### src/rtl/ifetch_pkg.sv
// Shared constants for the instruction fetch stage: PC select codes, reset
// defaults and the next-PC selection rule.
package ifetch_pkg;

    localparam logic PCSEL_NEXT = 1'b0;
    localparam logic PCSEL_ALU  = 1'b1;

    localparam logic [31:0] NOP_INST_DEFAULT = 32'h0000_0013;
    localparam logic [31:0] RESET_PC_DEFAULT = 32'h0000_0000;

    // Jump targets always have bit 0 cleared, matching JALR semantics.
    function automatic logic [31:0] select_next_pc(input logic        pcsel,
                                                   input logic [31:0] cur_pc,
                                                   input logic [31:0] alu_target);
        if (pcsel == PCSEL_ALU) begin
            return {alu_target[31:1], 1'b0};
        end
        return cur_pc + 32'd4;
    endfunction

endpackage

### src/rtl/ifetch_if.sv
// Instruction memory request/response bus; one request outstanding at a time.
interface ifetch_if;

    logic        imem_req;
    logic [31:0] imem_addr;
    logic        imem_rvalid;
    logic [31:0] imem_rdata;

    modport master (
        output imem_req,
        output imem_addr,
        input  imem_rvalid,
        input  imem_rdata
    );

    modport slave (
        input  imem_req,
        input  imem_addr,
        output imem_rvalid,
        output imem_rdata
    );

endinterface

### src/rtl/ifetch.sv
// Instruction fetch stage: owns the PC, fetches one word at a time and holds it
// stable until the core retires it, then steps to PC+4 or the ALU target.
module ifetch
    import ifetch_pkg::*;
#(
    parameter logic [31:0] RESET_PC = RESET_PC_DEFAULT,
    parameter logic [31:0] NOP_INST = NOP_INST_DEFAULT
) (
    input  logic        clk,
    input  logic        rst_n,
    input  logic        PCSel,
    input  logic [31:0] alu_result,
    input  logic        inst_done,
    ifetch_if.master    imem,
    output logic [31:0] instruction,
    output logic        inst_valid,
    output logic [31:0] pc,
    output logic [31:0] pc_plus4,
    output logic        fetch_misaligned,
    output logic [31:0] retired_count
);

    typedef enum logic [1:0] {
        ST_IDLE,
        ST_FETCH,
        ST_HOLD,
        ST_TRAP
    } state_t;

    state_t      state_reg, state_next;
    logic [31:0] pc_reg, pc_next;
    logic [31:0] inst_reg, inst_next;
    logic        inst_valid_reg, inst_valid_next;
    logic        misaligned_reg, misaligned_next;
    logic [31:0] retired_reg, retired_next;
    logic [31:0] target_pc;

    always_ff @(posedge clk or negedge rst_n) begin
        if (!rst_n) begin
            state_reg      <= ST_IDLE;
            pc_reg         <= RESET_PC;
            inst_reg       <= NOP_INST;
            inst_valid_reg <= 1'b0;
            misaligned_reg <= 1'b0;
            retired_reg    <= 32'd0;
        end else begin
            state_reg      <= state_next;
            pc_reg         <= pc_next;
            inst_reg       <= inst_next;
            inst_valid_reg <= inst_valid_next;
            misaligned_reg <= misaligned_next;
            retired_reg    <= retired_next;
        end
    end

    always_comb begin
        state_next      = state_reg;
        pc_next         = pc_reg;
        inst_next       = inst_reg;
        inst_valid_next = inst_valid_reg;
        misaligned_next = misaligned_reg;
        retired_next    = retired_reg;
        target_pc       = select_next_pc(PCSel, pc_reg, alu_result);

        unique case (state_reg)
            ST_IDLE: begin
                state_next = ST_FETCH;
            end
            ST_FETCH: begin
                if (imem.imem_rvalid) begin
                    inst_next       = imem.imem_rdata;
                    inst_valid_next = 1'b1;
                    state_next      = ST_HOLD;
                end
            end
            ST_HOLD: begin
                if (inst_done) begin
                    inst_valid_next = 1'b0;
                    inst_next       = NOP_INST;
                    // A target not on a word boundary traps with the PC left
                    // pointing at the offending instruction.
                    if (target_pc[1]) begin
                        misaligned_next = 1'b1;
                        state_next      = ST_TRAP;
                    end else begin
                        pc_next      = target_pc;
                        retired_next = retired_reg + 32'd1;
                        state_next   = ST_FETCH;
                    end
                end
            end
            ST_TRAP: begin
                state_next = ST_TRAP;
            end
            default: begin
                state_next = ST_IDLE;
            end
        endcase
    end

    assign imem.imem_req   = (state_reg == ST_FETCH);
    assign imem.imem_addr  = pc_reg;
    assign instruction     = inst_reg;
    assign inst_valid      = inst_valid_reg;
    assign pc              = pc_reg;
    assign pc_plus4        = pc_reg + 32'd4;
    assign fetch_misaligned = misaligned_reg;
    assign retired_count   = retired_reg;

endmodule
### src/flat_wrapper.sv
// flat-port wrapper written by rule: the top's interface ports become plain ports
module ifetch_flat import ifetch_pkg::*;
#(
    parameter logic [31:0] RESET_PC = RESET_PC_DEFAULT,
    parameter logic [31:0] NOP_INST = NOP_INST_DEFAULT
)
  (clk, rst_n, PCSel, alu_result, inst_done, instruction, inst_valid, pc, pc_plus4, fetch_misaligned, retired_count, imem_imem_req, imem_imem_addr, imem_imem_rvalid, imem_imem_rdata);
  ifetch_if imem_i ();
  input  logic clk;
  input  logic rst_n;
  input  logic PCSel;
  input  logic [31:0] alu_result;
  input  logic inst_done;
  output logic [31:0] instruction;
  output logic inst_valid;
  output logic [31:0] pc;
  output logic [31:0] pc_plus4;
  output logic fetch_misaligned;
  output logic [31:0] retired_count;
  output wire logic [$bits(imem_i.imem_req)-1:0] imem_imem_req;
  output wire logic [$bits(imem_i.imem_addr)-1:0] imem_imem_addr;
  input wire logic [$bits(imem_i.imem_rvalid)-1:0] imem_imem_rvalid;
  input wire logic [$bits(imem_i.imem_rdata)-1:0] imem_imem_rdata;
  assign imem_imem_req = imem_i.imem_req;
  assign imem_imem_addr = imem_i.imem_addr;
  assign imem_i.imem_rvalid = imem_imem_rvalid;
  assign imem_i.imem_rdata = imem_imem_rdata;
  ifetch #(.RESET_PC(RESET_PC), .NOP_INST(NOP_INST)) u_core (.clk(clk), .rst_n(rst_n), .PCSel(PCSel), .alu_result(alu_result), .inst_done(inst_done), .imem(imem_i), .instruction(instruction), .inst_valid(inst_valid), .pc(pc), .pc_plus4(pc_plus4), .fetch_misaligned(fetch_misaligned), .retired_count(retired_count));
endmodule
### config.mk
export PLATFORM = sky130hd
export DESIGN_NAME = ifetch_flat
export DESIGN_NICKNAME = d
export VERILOG_FILES = /design/src/rtl/ifetch_pkg.sv /design/src/rtl/ifetch_if.sv /design/src/rtl/ifetch.sv /design/src/flat_wrapper.sv
export SDC_FILE = /design/constraint.sdc
export NUM_CORES = 1
export LEC_CHECK = 0
export ABC_AREA = 1
export BUFFER_PORTS_ARGS = -buffer_cell sky130_fd_sc_hd__buf_2
export CAP_MARGIN = 20
export CORE_ASPECT_RATIO = 0.75
export CORE_MARGIN = 1.5
export CORE_UTILIZATION = 50
export DETAILED_ROUTE_END_ITERATION = 6
export PLACE_DENSITY = 0.9
export SYNTH_ARGS = -nofsm -noshare
export SYNTH_HDL_FRONTEND = slang
export SYNTH_SLANG_ARGS = --single-unit
### constraint.sdc
create_clock -name clk -period 4.3 [get_ports clk]
set_clock_uncertainty 0.1 [all_clocks]
set_input_delay 1.29 -clock clk [delete_from_list [all_inputs] [get_ports clk]]
set_output_delay 1.29 -clock clk [all_outputs]
set_load 0.005 [all_outputs]
Yosys cells after proc, flatten, opt, wreduce, memory -nomap -nowiden:

Cells that the tools add are included.

* word-level logic and storage cells: 33
* flip-flop bits (word level): 99
* input port bits: 69
* output and inout bits: 163

* muxes and demuxes: 13
* reductions and logical operators: 6
* bitwise gates (word level): 1
* add/subtract/negate cells: 2
* equality and inequality tests: 5

Operator list (number)
* $mux W32: 4
* $pmux W32 S2: 1
* $add A32 B1 Y32 const B: 1
* $add A32 B3 Y32 const B: 1
* $reduce_and A3 Y1: 3
* $pmux W2 S4: 1
* $mux W2: 3
* $eq A2 B2 Y1 const B: 2
* $mux W1: 3
* $eq A2 B1 Y1 const B: 1
* $logic_not A2 Y1: 1
* $ne A2 B1 Y1 const B: 1
* $ne A2 B2 Y1 const B: 1
* $pmux W1 S2: 1
* $reduce_and A2 Y1: 1
* $reduce_bool A2 Y1: 1
* $not A1 Y1: 1

Longest topological paths before layout:

Gate-level depths: netlist (run 1).

* depth after elaboration: 5
* gate-level depth with buffers: 10

Worst setup path after synthesis (run 1):

No wires, ideal clock.

* path type: reg-to-output
* from: reg u_core.pc_reg[2] (netlist: u_core.imem.imem_addr[2])
* to: out pc_plus4[18]
* required time: 2910 ps
* buffers on the path: 0
* arrival time: 1391 ps
* stages on the path, launching flop included: 8
* setup slack: 1519 ps
* cell sequence: dfrtp_1 ha_1 nand2_1 nor2_2 nand2_1 nor2_2 nand2_1 and2_1

* cells in the longest elaborated chain, start to end: 1

Ends and longest elaborated chain
* from (decl): RTL line ifetch.sv:31 `logic [31:0] pc_reg, pc_next;`
* from (signal assigned): RTL line ifetch.sv:48 `pc_reg <= pc_next;`
* $add A32 B3 Y32: RTL line ifetch.sv:106 `assign pc_plus4 = pc_reg + 32'd4;`
* to (decl): RTL line flat_wrapper.sv:17 `output logic [31:0] pc_plus4;`

Every way passes these cells.

Worst setup path in the final report (run 1):

* from: reg u_core.pc_reg[2] (netlist: u_core.imem.imem_addr[2])
* to: out pc_plus4[16]

Same word-level chain as after synthesis.

==> results of run 1 <==
-- per-layer routing --
metal,up-vias,global-route usage (%)
met5,-,0
met4,2,6.51
met3,27,8.25
met2,307,40.3
met1,2600,34.9
li1,2783,-
-- worst max-delay path: cells and delay by family (launching register included) --
family / cells / cell delay, ns
and+or+nand+nor: 6 / 1.08
DFF: 1 / 0.44
adders and majority gates: 1 / 0.21
buffers and inverters: 1 / 0.13
-- power by group through the flow --
stage          combinational (mW)  clock [mW]  sequential, mW
5_1_grt                      1.86       0.877            1.63
6_report                     1.65       0.814            1.59
3_3_place_gp                 1.61           0            1.58
3_5_place_dp                 1.66           0            1.59
2_1_floorplan                1.04           0            1.54
4_1_cts                      1.65       0.831            1.58
-- kinds of logic (layout without fill, tap and decap cells) --
group / after synthesis / after routing / share of synthesized area, %
DFF: 98 / 98 / 43.0
xor gates and xnor gates: 28 / 28 / 4.29
buffers and inverters: 117 / 307 / 10.4
adders and majority gates: 2 / 2 / 0.438
and+or+nand+nor: 443 / 443 / 32.2
other: 1 / 6 / 0.0656
AOI/OAI and AO/OA: 79 / 79 / 9.57
-- worst min path at each step --
stage	from	to	slack, ns	cells past startpoint
global placement	u_core.inst_valid	u_core.inst_valid	0.35	2
finish	u_core.inst_valid	u_core.inst_valid	0.37	2
global route	u_core.inst_valid	u_core.inst_valid	0.40	2
detailed placement	u_core.inst_valid	u_core.inst_valid	0.35	2
CTS	u_core.inst_valid	u_core.inst_valid	0.37	2
floorplan	u_core.inst_valid	u_core.inst_valid	0.37	2
-- metrics by stage --
stage	power [mW]	util [%]	hold slack (ns)
after detailed placement	3.24	60.8	0.353
final	4.05	63.8	0.371
after global placement	3.19	60.8	0.352
after global routing	4.37	63.8	0.399
after CTS	4.07	63.5	0.373
after floorplan	2.58	-	0.365
-- cell type report --
type / count / area (um^2) / share of cell area, %
multi-input cells: 558 / 2680 / 38.1
flip-flops and latches: 98 / 2460 / 34.9
repair buffers: 230 / 1190 / 16.9
inverters: 61 / 229 / 3.26
clock buffers: 9 / 225 / 3.20
well taps: 140 / 175 / 2.49
clock inverters: 7 / 76.3 / 1.09
-- Yosys cell counts, drive strengths merged (7+ instances only) --
cell      n
nand2   248
o21ai    12
clkbuf   11
nand4     9
dfrtp    95
xnor2    11
nand3    45
and2      7
a22o     29
inv      60
xor2     17
a21oi    21
buf      45
nor2    124
-- cells in the final DEF, fill, tap and decap left out, drive strengths merged, types with 2 or more instances in the layout --
cell type and count:
nand2 248, nand3 45, nor3 4, a22o 29, dfrtp 95, o22ai 2, nand3b 6, clkbuf 9
and2 7, xor2 17, o21bai 6, clkinv 3, conb 6, o22a 3, a22oi 5, o21ai 12
ha 2, nand4 9, a21oi 21, nor2 124, dfstp 3, buf 230, xnor2 11, inv 65
==> impl_metrics.toml, run 1 <==
[run_status]
status = "finished, final reports clean"

[drt]
first_pass_iters = 5
vias = 5719
antenna_left = 0
wirelength_met1_mm = 7.02
post_drt_wl_per_cell_um = 14.7
wl_met3_mm = 1.64
drtIter0Drc = 415
drcViolationCount = 0
highest_layer = "met5"
vias_per_cell = 5.18
wirelength_mm = 16.2
routed-wl-met2_mm = 7.27

[timing]
drv_slew = 0
relSlewSlack_pct = 43.4
period_share_pct = 83.2
rsz0062_at_grt = "no"
min_period_ns = 3.58
worst_slack_ns = 0.721
tightest_slew_ns = 0.848
max_freq_mhz = 279
setup_viol = 0
hold_viol = 0
tns_ns = 0

[critical_path]
setup.worst_path.start_class = "flop"
crit_top_cell = "nand2_1"
required_ns = 2.91
crit_start = "u_core.imem.imem_addr[2]"
crit_fanout = 6
critical_path.endpoint = "pc_plus4[16]"
cpMaxStageDelayCell = "dfrtp_1"
reg2reg_depth = 9
rrSetupSlack_ns = 2.23
reg2reg_to = "u_core.retired_count[24]"
worstPathCellList = "ha_1 -> nand2_1 -> nor2_2 -> nand2_1 -> nor2_1 -> nand2_1 -> and2_1 -> buf_2"
crit_type = "reg -> out"
endpoint_kind = "primary output"
critPathMaxStageDelay_ns = 0.44
arrival_ns = 2.19
rr_startpoint = "u_core.state_reg[0]"

[die]
dieArea_um2 = 12100
start_util_pct = 51.8
ioPinCount = 232
core_um2 = 11000
core.rowCount = 33
die_w_um = 126
dieHeight_um = 95.6

[global_routing]
grt_pass1_vias = 4886
grt_pass1_wl_mm = 24.3
antenna_found_initial = 1
grtUsageTotal_pct = 25.7
overflow = 0
grt_max_degree = 87

[power]
switching_share_pct = 40.6
internal_power_mw = 2.41
p_sw_mw = 1.65
power_frac_clock_pct = 20.1
p_leak_nw = 3.75
ir_drop_mv = 0.465
seq_power_share_pct = 39.2
combinationalPowerShare_pct = 40.7
p_per_area_nw_per_um2 = 576

[clock_tree]
clkLatencyLatePin_ns = 0.34
post_cts_buffers = 0
clock-root-buffer = "clkbuf_16"
cts_made_buffers = 9
clockBufferDepth = 2
cts_resized = 0
clkTransAtPathRegs_ns = 0.08
cts_tree = "yes"
h-tree-depth = 3
cts.sinks = 98
hold_buffers = 0

[final_layout]
stdcell_count = 1103
n_antenna_cell = 0
final_area_um2 = 7030
nFillCells = 991
area_growth_pct = 23.1
drive_gt1_share_pct = 27.4
fin_nets = 1029

[synthesis]
synth_seq_cells = 98
synth_cells = 768
synth_area_leaders = "dfrtp_1 (42%), nand2_1 (16%), nor2_1 (7.6%)"
synth_top_cell_area_share_pct = 41.6
yosysWarnings = 0
avgSynthCellArea_um2 = 7.44
ys_async_sr_fraction_pct = 100
dominantRegCellSynth = "dfrtp_1"
ys_seq_area_share_pct = 43.0
synth_area_um2 = 5710
synth_edf_count = 0
synth_top_area_cell = "dfrtp_1"
ys_types = 33

[placed_design]
hpwl_mm = 12.1
dpl_cell_area_um2 = 6700
dp_slack_ns = 1.00
port_buffers = 224
routabilityCongestion = 0.971
dp_cells = 1086

[job]
drv_cap = 0

[hold_path]
hp-class = "reg -> reg"
Note: power is estimated with default switching activity, not from simulation.
==> run 2: changes to the inputs <==
--- a/config.mk
+++ b/config.mk
@@ -5,14 +5,14 @@
 export SDC_FILE = /design/constraint.sdc
 export NUM_CORES = 1
 export LEC_CHECK = 0
-export ABC_AREA = 1
+export ABC_AREA = 0
 export BUFFER_PORTS_ARGS = -buffer_cell sky130_fd_sc_hd__buf_2
 export CAP_MARGIN = 20
 export CORE_ASPECT_RATIO = 0.75
 export CORE_MARGIN = 1.5
-export CORE_UTILIZATION = 50
+export CORE_UTILIZATION = 48
 export DETAILED_ROUTE_END_ITERATION = 6
-export PLACE_DENSITY = 0.9
+export PLACE_DENSITY = 0.89
 export SYNTH_ARGS = -nofsm -noshare
 export SYNTH_HDL_FRONTEND = slang
 export SYNTH_SLANG_ARGS = --single-unit
==> constraint.sdc (replaced) <==
create_clock -name clk -period 3.35 [get_ports clk]
set_clock_uncertainty 0.1 [all_clocks]
set_input_delay 1.005 -clock clk [delete_from_list [all_inputs] [get_ports clk]]
set_output_delay 1.005 -clock clk [all_outputs]
set_load 0.005 [all_outputs]
==> run 2 against run 1 <==
  * Hold slack improved by 0.00064 ns
  * Largest cell class unchanged
  * Sequential power rose by 14%
  * Largest power group is now sequential cells
  * Core utilization rose by 1.3 points
  * Combinational power fell by 12%
  * Global-route usage fell by 0.78 points
==> impl_metrics.toml, run 2 <==
[critical_path]
required_ns = 2.24
critPathMaxStageDelay_ns = 0.58
crit_family = "simple AND/OR/NAND/NOR gates"
crit_type = "reg -> out"
crit_fanout = 9
worstPathCellList = "nand4_1 -> or4_4 -> nor4_4 -> xnor2_1 -> buf_2"
setup.worst_path.start_class = "flop"
cpMaxStageDelayCell = "or4_4"
arrival_ns = 2.24
rrSetupSlack_ns = 0.99
endpoint_kind = "primary output"
path_buf_inv = 1

[die]
dieHeight_um = 93.7
dieArea_um2 = 11600
core_um2 = 10500
ioPinCount = 232
core.rowCount = 32
die_w_um = 124
start_util_pct = 50.2

[synthesis]
ys_seq_area_share_pct = 46.7
synthMuxAreaShare_pct = 0.570
synth_cells = 535
synthSimpleGateAreaFrac_pct = 20.3
synthXorXnorAreaFrac_pct = 9.82
synth_compound_area_share_pct = 14.4
synth_top_cell_area_share_pct = 45.2
synth_edf_count = 0
synth_seq_cells = 98
avgSynthCellArea_um2 = 9.84
synth_area_um2 = 5260
synth.top_cells.by_count = "dfrtp_1 (95), xnor2_1 (46), nand2_1 (44), buf_4 (36), nand3_1 (31)"
post-synth-top-count-cell = "dfrtp_1"
dominantRegCellSynth = "dfrtp_1"
synth_top_area_cell = "dfrtp_1"
yosysWarnings = 0
ys_types = 53
synth_fa_ha_area_share_pct = 0.475
ys_async_sr_fraction_pct = 100
synth_top_family_by_area = "simple AND/OR/NAND/NOR gates"
synth_area_leaders = "dfrtp_1 (45%), xnor2_1 (7.7%), buf_4 (5.1%)"

[clock_tree]
clockBufferDepth = 2
cts_made_buffers = 9
cts_tree = "yes"
clkLatencyLatePin_ns = 0.34
hold_buffers = 0
h-tree-depth = 3
clkTransAtPathRegs_ns = 0.07
cts.sinks = 98
clock-root-buffer = "clkbuf_16"

[timing]
drv_slew = 0
relSlewSlack_pct = 60.9
tightest_slew_ns = 0.587
rsz0062_at_grt = "yes"
max_freq_mhz = 299
period_share_pct = 99.8
setup_viol = 0
hold_viol = 0
tns_ns = 0
min_period_ns = 3.34

[drt]
drtIter0Drc = 309
vias_per_cell = 5.63
first_pass_iters = 6
antenna_left = 0
post_drt_wl_per_cell_um = 16.5
drcViolationCount = 0
wirelength_mm = 14.6
vias = 4981

[power]
p_per_area_nw_per_um2 = 632
ir_drop_mv = 0.438
total_power_mw = 4.31
p_leak_nw = 3.41

[final_layout]
post-route-util_pct = 65.1
drive_gt1_share_pct = 39.7
n_antenna_cell = 0
area_growth_pct = 29.7
final_cell_mix = "buf_2 (223), dfrtp_1 (88), xnor2_1 (46), nand2_1 (44), buf_4 (30)"
final_common_cell = "buf_2"
fin_nets = 814

[global_routing]
antenna_found_initial = 0
grt_max_degree = 58
overflow = 0
grtUsageTotal_pct = 25.0
grt_pass1_wl_mm = 22.6
grt_pass1_vias = 4584

[job]
drv_cap = 0

[placed_design]
routabilityCongestion = 0.916
port_buffers = 224
hpwl_mm = 10.4

[hold_path]
hp-class = "reg -> reg"

[run_status]
status = "finished, final reports clean"
[run 2: what timing repair did]
action                     in CTS  in global routing
buffers inserted                5                  7
gates resized for setup         9                  8
hold endpoints to repair        0                  0
pin swaps                       3                  3
setup endpoints to repair      10                 12
[run 2: cell type report]
class | instances | area [um^2]
clock buffer | 11 | 243
inverter | 9 | 33.8
timing repair buffer | 255 | 1380
fill | 867 | 3660
multi-input combinational | 370 | 2480
tap | 136 | 170
clock inverter | 5 | 60.1
sequential | 98 | 2460
[run 2: routing by layer]
metal / vias to the layer above / wire length [um] / GRT usage (%)
li1: 2305 / - / -
met1: 2422 / 6170 / 34.4
met2: 235 / 7140 / 39.9
met3: 19 / 1090 / 5.76
met4: 0 / 202 / 6.16
met5: - / 0 / 0
[run 2: stage by stage]
stage	hold WS, ns	cells	worst slack, ns	cell area (um^2)
after floorplan	0.365	540	0.438	5280
after global placement	0.354	855	0.279	6360
after detailed placement	0.360	855	0.218	6360
after CTS	0.373	876	0.000359	6720
after global routing	0.390	884	-0.0555	6830
final	0.372	884	0.00674	6830
[run 2: worst reg2reg max path, stage by stage, from the launching register on]
cell	delay [ns]
dfrtp_1	0.51
nand4_1	0.20
or4_4	0.58
nor4_4	0.32
buf_4	0.17
buf_4	0.10
mux2i_1	0.17
o211ai_1	0.10
[run 2: final timing paths]
path | endpoint | start | cells after the start
min in group asynchronous | u_core.retired_count[22] | rst_n | 1
max | pc_plus4[30] | u_core.imem.imem_addr[15] | 5
min | u_core.retired_count[31] | u_core.retired_count[31] | 1
max reg2reg | u_core.imem.imem_addr[30] | u_core.imem.imem_addr[15] | 7
min reg2reg | u_core.retired_count[31] | u_core.retired_count[31] | 1
max in group asynchronous | u_core.instruction[1] | rst_n | 2
[run 2: kinds of logic after synthesis]
kind of cell	after synthesis
fa+ha+maj	2
other cells	1
buf+inv	72
xor+xnor	59
mux	3
simple gates	190
flops	98
compound gates	110
[run 2: report_power, final]
group	internal (mW)	leakage [nW]	switching, mW
clock	0.604	0.147	0.453
sequential	1.48	1.23	0.332
combinational	0.755	2.04	0.693
total	2.84	3.41	1.48
==> run 3: changes to the inputs <==
--- a/config.mk
+++ b/config.mk
@@ -12,7 +12,9 @@
 export CORE_MARGIN = 1.5
 export CORE_UTILIZATION = 48
 export DETAILED_ROUTE_END_ITERATION = 6
+export MAX_ROUTING_LAYER = met4
 export PLACE_DENSITY = 0.89
+export SETUP_SLACK_MARGIN = 0.1
 export SYNTH_ARGS = -nofsm -noshare
 export SYNTH_HDL_FRONTEND = slang
 export SYNTH_SLANG_ARGS = --single-unit
==> run 3 against run 2 <==
  * Cell count grew 0.23%
  * Core utilization increased by 1.1 points
  * Via count is 0.10% lower
  * Critical path depth rose by 1
  * Sequential power about the same
  * Highest routed layer unchanged
  * Critical endpoint is now pc_plus4[31]
  * Clock power is essentially flat
==> impl_metrics.toml, run 3 (synthesis results as in run 2) <==
[final_layout]
seqCellArea_um2 = 2470
multiInputGateArea_um2 = 2560
drive_gt1_share_pct = 42.3
final_common_cell = "buf_2"
fin_nets = 816
nFillCells = 859
n_antenna_cell = 0
post-route-util_pct = 66.1
final_cell_mix = "buf_2 (223), dfrtp_1 (80), xnor2_1 (44), nand2_1 (43), buf_4 (30)"
area_growth_pct = 31.8

[placed_design]
port_buffers = 224
hpwl_mm = 10.4
routabilityCongestion = 0.932

[die]
dieHeight_um = 93.7
dieArea_um2 = 11600
core_um2 = 10500
die_w_um = 124
core.rowCount = 32
ioPinCount = 232
start_util_pct = 50.2

[critical_path]
reg2reg_to = "u_core.imem.imem_addr[28]"
rrSetupSlack_ns = 1.03
setup.worst_path.start_class = "flop"
rr_startpoint = "u_core.imem.imem_addr[3]"
worstPathCellList = "nand4_4 -> buf_4 -> or2_2 -> nor4_4 -> xor2_1 -> buf_2"
crit_fanout = 7
reg2reg_depth = 9
path_buf_inv = 2
endpoint_kind = "primary output"
arrival_ns = 2.15
required_ns = 2.24
crit_type = "reg -> out"
crit_family = "simple AND/OR/NAND/NOR gates"
cpMaxStageDelayCell = "dfrtp_2"
critPathMaxStageDelay_ns = 0.45

[global_routing]
overflow = 0
grt_pass1_wl_mm = 22.7
grt_pass1_vias = 4598
grtUsageTotal_pct = 25.7
grt_max_degree = 58
antenna_found_initial = 0

[clock_tree]
cts_made_buffers = 9
h-tree-depth = 3
cts_tree = "yes"
cts.sinks = 98
clock-root-buffer = "clkbuf_16"
clkLatencyLatePin_ns = 0.34
clockBufferDepth = 2
clkTransAtPathRegs_ns = 0.07
hold_buffers = 0

[hold_path]
hold_depth = 1
hp-start = "u_core.retired_count[31]"
hp-class = "reg -> reg"
hold_end = "u_core.retired_count[31]"

[drt]
drtIter0Drc = 326
first_pass_iters = 4
vias = 4976
antenna_left = 0
drcViolationCount = 0
post_drt_wl_per_cell_um = 16.6
vias_per_cell = 5.62
wirelength_mm = 14.7

[job]
drv_cap = 0

[timing]
max_freq_mhz = 307
tightest_slew_ns = 0.593
rsz0062_at_grt = "yes"
tns_ns = 0
relSlewSlack_pct = 60.5
setup_viol = 0
min_period_ns = 3.26
hold_viol = 0
period_share_pct = 97.2
drv_slew = 0

[power]
ir_drop_mv = 0.446
p_per_area_nw_per_um2 = 629
p_leak_nw = 3.44

[run_status]
status = "finished, final reports clean"
-- run 3: cell count changes in the layout (fill, tap and decap cells not counted), sizes merged --
cell,change
buf,+2
-- run 3: final cells by class --
cell class | count | area share [%]
clock buffers | 11 | 3.50
clock inverters | 5 | 0.865
inverters | 9 | 0.487
multi-input cells | 370 | 36.9
flip-flops and latches | 98 | 35.7
well taps | 136 | 2.45
repair buffers | 257 | 20.2
-- run 3: metal layers --
layer	wire [um]	vias up	track usage, %
li1	-	2312	-
met1	6390	2436	34.9
met2	7090	210	39.7
met3	997	18	5.52
met4	210	0	6.44
met5	0	-	-
-- run 3: power breakdown --
group	switching (mW)	internal [mW]
sequential	0.343	1.48
combinational	0.704	0.777
clock	0.449	0.604
-- run 3: what timing repair did --
| item | CTS | global route |
|---|---|---|
| pin swaps | 2 | 12 |
| endpoints found under the hold margin | 0 | 0 |
| setup endpoints to repair | 14 | 16 |
| buffers inserted | 5 | 9 |
| resized for setup | 12 | 30 |
-- run 3: how the worst max path moves through the flow --
stage / slack [ns] / to / from / cells after the start
3_5_place_dp: 0.22 / pc_plus4[29] / u_core.imem.imem_addr[4] / 5
6_report: 0.09 / pc_plus4[31] / u_core.imem.imem_addr[7] / 6
4_1_cts: 0.03 / pc_plus4[29] / u_core.imem.imem_addr[2] / 6
2_1_floorplan: 0.44 / pc_plus4[30] / u_core.imem.imem_addr[2] / 5
5_1_grt: 0.002 / pc_plus4[20] / u_core.imem.imem_addr[3] / 8
3_3_place_gp: 0.28 / pc_plus4[31] / u_core.imem.imem_addr[6] / 6
-- run 3: worst reg2reg max path: stages (launching register included) --
cell and delay [ns]:
dfrtp_1 0.39, ha_4 0.17, nand2_4 0.07, buf_6 0.14
nor4_4 0.35, buf_6 0.19, nand4_4 0.13, buf_4 0.16
or4_1 0.46, nand3_1 0.10
-- run 3: per-stage QoR --
step           worst slack, ns  cells  total power, mW  hold WS (ns)  cell area, um^2
2_1_floorplan            0.438    540             2.58         0.365             5280
4_1_cts                 0.0296    876             4.28         0.373             6740
3_3_place_gp             0.279    855             3.13         0.354             6360
3_5_place_dp             0.218    855             3.19         0.360             6360
5_1_grt                0.00218    886             4.63         0.390             6940
6_report                0.0933    886             4.36         0.371             6940
